`config.mk`:
```
export PLATFORM = sky130hd
export DESIGN_NAME = rptr_wdomain_receiver
export DESIGN_NICKNAME = d
export VERILOG_FILES = /design/src/rtl/rptr_wdomain_receiver.sv
export SDC_FILE = /design/constraint.sdc
export NUM_CORES = 1
export LEC_CHECK = 0
export CORE_MARGIN = 8
export CORE_UTILIZATION = 45
export CTS_BUF_LIST = sky130_fd_sc_hd__clkbuf_4 sky130_fd_sc_hd__clkbuf_8
export DETAILED_ROUTE_END_ITERATION = 6
export PLACE_DENSITY_LB_ADDON = 0.1
export SETUP_SLACK_MARGIN = 0.5
export SLEW_MARGIN = 20
export SYNTH_ARGS = -nofsm -noshare
export SYNTH_HDL_FRONTEND = slang
export SYNTH_SLANG_ARGS = --single-unit
```
`constraint.sdc`:
```
create_clock -name wclk -period 3.7 [get_ports wclk]
set_input_delay 0.37 -clock wclk [delete_from_list [all_inputs] [get_ports wclk]]
set_output_delay 0.37 -clock wclk [all_outputs]
set_load 0.03 [all_outputs]
```
`src/rtl/rptr_wdomain_receiver.sv`:
```
// Write-side receiver for the async FIFO read pointer: 2-flop Gray synchronizer, Gray->binary, occupancy/free/almost_full.
// Optional Gray-sequence checker enabled by defining RPTR_GRAY_CHECK_EN.
module rptr_wdomain_receiver #(
   parameter int PTR_WIDTH = 8,
   parameter int AF_THRESH = (1 << PTR_WIDTH) - 4
) (
   input  logic                 wclk,
   input  logic                 wrst_n,
   input  logic [PTR_WIDTH:0]   g_rptr,
   input  logic [PTR_WIDTH:0]   b_wptr,
   input  logic                 err_clr,
   output logic [PTR_WIDTH:0]   g_rptr_sync,
   output logic [PTR_WIDTH:0]   b_rptr_sync,
   output logic [PTR_WIDTH:0]   wr_count,
   output logic [PTR_WIDTH:0]   wr_free,
   output logic                 almost_full,
   output logic                 ptr_err
);

   localparam int PW = PTR_WIDTH + 1;
   localparam logic [PW-1:0] DEPTH = {1'b1, {PTR_WIDTH{1'b0}}};
   localparam logic [PW-1:0] AF_LVL = PW'(AF_THRESH);

   function automatic logic [PW-1:0] gray2bin(input logic [PW-1:0] g);
      logic [PW-1:0] b;
      b[PW-1] = g[PW-1];
      for (int i = PW - 2; i >= 0; i--) begin
         b[i] = b[i+1] ^ g[i];
      end
      return b;
   endfunction

   logic [PW-1:0] sync1;
   logic [PW-1:0] diff;
   logic [PW-1:0] count_nxt;
   logic          overflow;
   logic          gray_err;

   always_ff @(posedge wclk or negedge wrst_n) begin
      if (!wrst_n) begin
         sync1       <= '0;
         g_rptr_sync <= '0;
         b_rptr_sync <= '0;
      end else begin
         sync1       <= g_rptr;
         g_rptr_sync <= sync1;
         b_rptr_sync <= gray2bin(g_rptr_sync);
      end
   end

   // An illegal difference (> DEPTH) is clamped so downstream never sees more than a full FIFO.
   always_comb begin
      diff      = b_wptr - b_rptr_sync;
      overflow  = (diff > DEPTH);
      count_nxt = overflow ? DEPTH : diff;
   end

`ifdef RPTR_GRAY_CHECK_EN
   logic [PW-1:0] g_prev;
   logic          chk_armed;
   logic          multi_bit;
   logic          back_step;

   always_ff @(posedge wclk or negedge wrst_n) begin
      if (!wrst_n) begin
         g_prev    <= '0;
         chk_armed <= 1'b0;
      end else begin
         g_prev    <= g_rptr_sync;
         chk_armed <= 1'b1;
      end
   end

   always_comb begin
      multi_bit = ($countones(g_rptr_sync ^ g_prev) > 1);
      back_step = (gray2bin(g_rptr_sync) == (gray2bin(g_prev) - PW'(1)));
      gray_err  = chk_armed & (multi_bit | back_step);
   end
`else
   assign gray_err = 1'b0;
`endif

   always_ff @(posedge wclk or negedge wrst_n) begin
      if (!wrst_n) begin
         wr_count    <= '0;
         wr_free     <= DEPTH;
         almost_full <= 1'b0;
         ptr_err     <= 1'b0;
      end else begin
         wr_count    <= count_nxt;
         wr_free     <= DEPTH - count_nxt;
         almost_full <= (diff >= AF_LVL);
         // A fresh error takes priority over a simultaneous clear.
         if (overflow || gray_err) begin
            ptr_err <= 1'b1;
         end else if (err_clr) begin
            ptr_err <= 1'b0;
         end
      end
   end

endmodule
```
==> results.sh <==
export IMPL_setup_tns_final_ns=0
export IMPL_start_util_pct=46.38
export IMPL_rsz0062_at_grt="false"
export IMPL_final_area_um2=2749
export IMPL_drive_gt1_share_pct=10.09
export IMPL_async_flop_share_pct=100.0
export IMPL_swShare_pct=40.66
export IMPL_synth_warnings=0
export IMPL_drt_pass1_iterations=5
export IMPL_fmax_ghz=0.3348
export IMPL_die_area_um2=6849
export IMPL_insertion_delay_ns=0.31
export IMPL_synth_ff_type="dfrtp_1"
export IMPL_startpoint_type="input port"
export IMPL_min_period_ns=2.987
export IMPL_synth_edf_count=0
export IMPL_power_density_nw_per_um2=756.3
export IMPL_first_iter_violations=25
export IMPL_grt_use_total_pct=13.10
export IMPL_layout_setup_ws_ns=0.7129
export IMPL_leakage_uw=0.001227
export IMPL_fp_dieW_um=82.76
export IMPL_drc=0
export IMPL_dpl_cell_area_um2=2649
export IMPL_final_core_util_pct=63.57
export IMPL_grt_pass1_wl_mm=6.679
export IMPL_post_cts_buffers=0
export IMPL_period_share_pct=80.73
export IMPL_grt_pass1_vias=1477
export IMPL_drt_total_wl_mm=3.973
export IMPL_syn_cell_area_um2=2006
export IMPL_dp_hpwl_mm=3.150
export IMPL_area_growth_pct=37.06
export IMPL_drv_slew=0
export IMPL_worst_pin_slew_ns=0.5476
export IMPL_hold_buffers=0
export IMPL_power_uw=2079
export IMPL_seq_area_frac_synth_pct=57.45
export IMPL_syn_nets=194
export IMPL_grt_max_degree=47
export IMPL_clock_path_buffers=2
export IMPL_clock_sinks=46
export IMPL_avgViaCountPerCell=5.064
export IMPL_h_tree_depth=2
export IMPL_skew_ns=0.01292
export IMPL_core_um2=4324
export IMPL_internal_power_uw=1234
export IMPL_crit_fanout=5
export IMPL_ctsResizeCount=0
export IMPL_finalSetupViolCount=0
export IMPL_arrival_ns=3.17
export IMPL_io_pins=59
export IMPL_peakVddDrop_v=0.0003005
export IMPL_path_clk_slew_ns=0.08
export IMPL_numCtsBuffers=5
export IMPL_die_h_um=82.76
export IMPL_worstPathRequired_ns=3.89
export IMPL_tritoncts="built"
export IMPL_clockRootBuffer="clkbuf_8"
export IMPL_post_drt_wl_per_cell_um=14.19
export IMPL_seq_power_share_pct=32.4
export IMPL_switchingPower_uw=845.2
export IMPL_gp_congestion=0.8433
export IMPL_worstSetupPathType="input port to register"
export IMPL_ys_seq_elements=46
export IMPL_max_cap_violations=0
export IMPL_io_buffer_count=58
export IMPL_rows=24
export IMPL_vias=1418
export IMPL_hold_path_class="input port to async pin"
export IMPL_syn_inst=162
export IMPL_slew_headroom_pct=63.49
export IMPL_power_frac_clock_pct=14.8
export IMPL_finalHoldViolations=0
export IMPL_ys_types=41
export IMPL_status="finished clean"
export IMPL_ant_nets=0
export IMPL_n_antenna_cell=0
export IMPL_fin_nets=259
export IMPL_pwr_share_comb_pct=52.8
export IMPL_place_ws_ns=0.2946
export IMPL_end_kind="register"
export IMPL_overflow=0
export IMPL_avgSynthCellArea_um2=12.38
export IMPL_antenna_found_initial=0
## worst paths after layout
check / start / endpoint / slack (ns) / cells after the start
min: wrst_n / wr_count[4] / 0.05 / 1
max: b_wptr[0] / wr_free[6] / 0.71 / 15
max in group asynchronous: wrst_n / g_rptr_sync[0] / 3.28 / 1
max reg2reg: b_rptr_sync[0] / wr_free[6] / 0.88 / 13
min in group wclk: sync1[3] / g_rptr_sync[3] / 0.36 / 0
min reg2reg: sync1[3] / g_rptr_sync[3] / 0.36 / 0
## metal layers
| metal | GRT usage [%] | part of all wire (%) | vias to the layer above |
|---|---|---|---|
| met2 | 22.07 | 52 | 52 |
| met4 | 8.276 | 3.3 | 0 |
| met5 | 0 | 0 | - |
| met3 | 5.195 | 10 | 14 |
| li1 | - | - | 673 |
| met1 | 13.29 | 35 | 679 |
## sequential cells by signal, summed over array words and instances, names as in the netlist
| name | cells |
|---|---|
| ptr_err | 1 |
| sync1 | 9 |
| almost_full | 1 |
| wr_free | 9 |
| wr_count | 8 |
| g_rptr_sync | 9 |
| b_rptr_sync | 9 |
## critical path: stages
cell and delay, ns:
clkdlybuf4s50_1 0.41, inv_1 0.09, ha_1 0.15, inv_1 0.05
fa_1 0.43, a211oi_2 0.24, o21ai_0 0.12, a31oi_1 0.21
xnor2_1 0.12, or2_2 0.29, ha_1 0.27, inv_1 0.11
nor2_1 0.05, mux2i_1 0.14, o22ai_1 0.11
## cells in the mapped netlist (2+ instances only)
| cell | instances | share of area, % |
|---|---|---|
| a211oi_1 | 2 | 0.75 |
| a21oi_1 | 2 | 0.50 |
| dfrtp_1 | 45 | 56 |
| ha_1 | 10 | 6.2 |
| inv_1 | 18 | 3.4 |
| mux2_2 | 2 | 1.1 |
| mux2i_1 | 2 | 1.0 |
| nand2_1 | 4 | 0.75 |
| nand2b_1 | 4 | 1.2 |
| nand3_1 | 2 | 0.50 |
| nor2_1 | 11 | 2.1 |
| nor2b_1 | 6 | 1.9 |
| nor3_1 | 4 | 1.0 |
| o211ai_1 | 2 | 0.75 |
| o21a_1 | 4 | 1.5 |
| o21ai_0 | 6 | 1.5 |
| o22ai_1 | 2 | 0.62 |
| o311a_1 | 2 | 1.0 |
| or2_2 | 2 | 0.62 |
| xnor2_1 | 7 | 3.1 |
| xnor2_2 | 3 | 2.4 |
| xor2_1 | 3 | 1.3 |
## area by class of cell
cell class                      count  area (um2)
Clock buffer                        5       68.82
Clock inverter                      3       23.77
Fill cell                         360        1575
Inverter                           18       67.56
Multi-Input combinational cell     96       778.2
Sequential cell                    46        1152
Tap cell                           52       65.06
Timing Repair Buffer               60       593.1
## cells by family (layout without fill, tap and decap cells)
| group | after synthesis | in the layout | synth area share, % |
|---|---|---|---|
| xor+xnor | 16 | 16 | 9.982 |
| buf+inv | 20 | 86 | 3.992 |
| simple gates | 38 | 38 | 9.732 |
| mux | 4 | 4 | 2.121 |
| flops | 46 | 46 | 57.46 |
| compound gates | 27 | 27 | 9.483 |
| fa+ha+maj | 11 | 11 | 7.236 |
## power by group through the flow
stage | logic (uW) | clock network [uW] | registers (uW)
final | 1100 | 308 | 674
after global routing | 1190 | 340 | 689
after CTS | 1100 | 319 | 677
after detailed placement | 1100 | 0 | 688
after global placement | 1080 | 0 | 679
after floorplan | 466 | 0 | 927
## stage by stage
stage / cells / hold WS [ns]
2_1_floorplan: 162 / 0.07441
3_3_place_gp: 272 / 0.3317
3_5_place_dp: 272 / 0.3379
4_1_cts: 280 / 0.2516
5_1_grt: 280 / 0.09917
6_report: 280 / 0.04652
## cells in the final DEF (no fill, tap or decap), types with 3 or more instances in the layout
master / count
clkdlybuf4s50_1: 57
dfrtp_1: 45
inv_1: 18
nor2_1: 11
ha_1: 10
xnor2_1: 7
o21ai_0: 6
nor2b_1: 6
clkbuf_8: 5
nand2b_1: 4
nor3_1: 4
o21a_1: 4
nand2_1: 4
xor2_1: 3
xnor2_2: 3
buf_4: 3
Power figures use the tool's default switching activity.
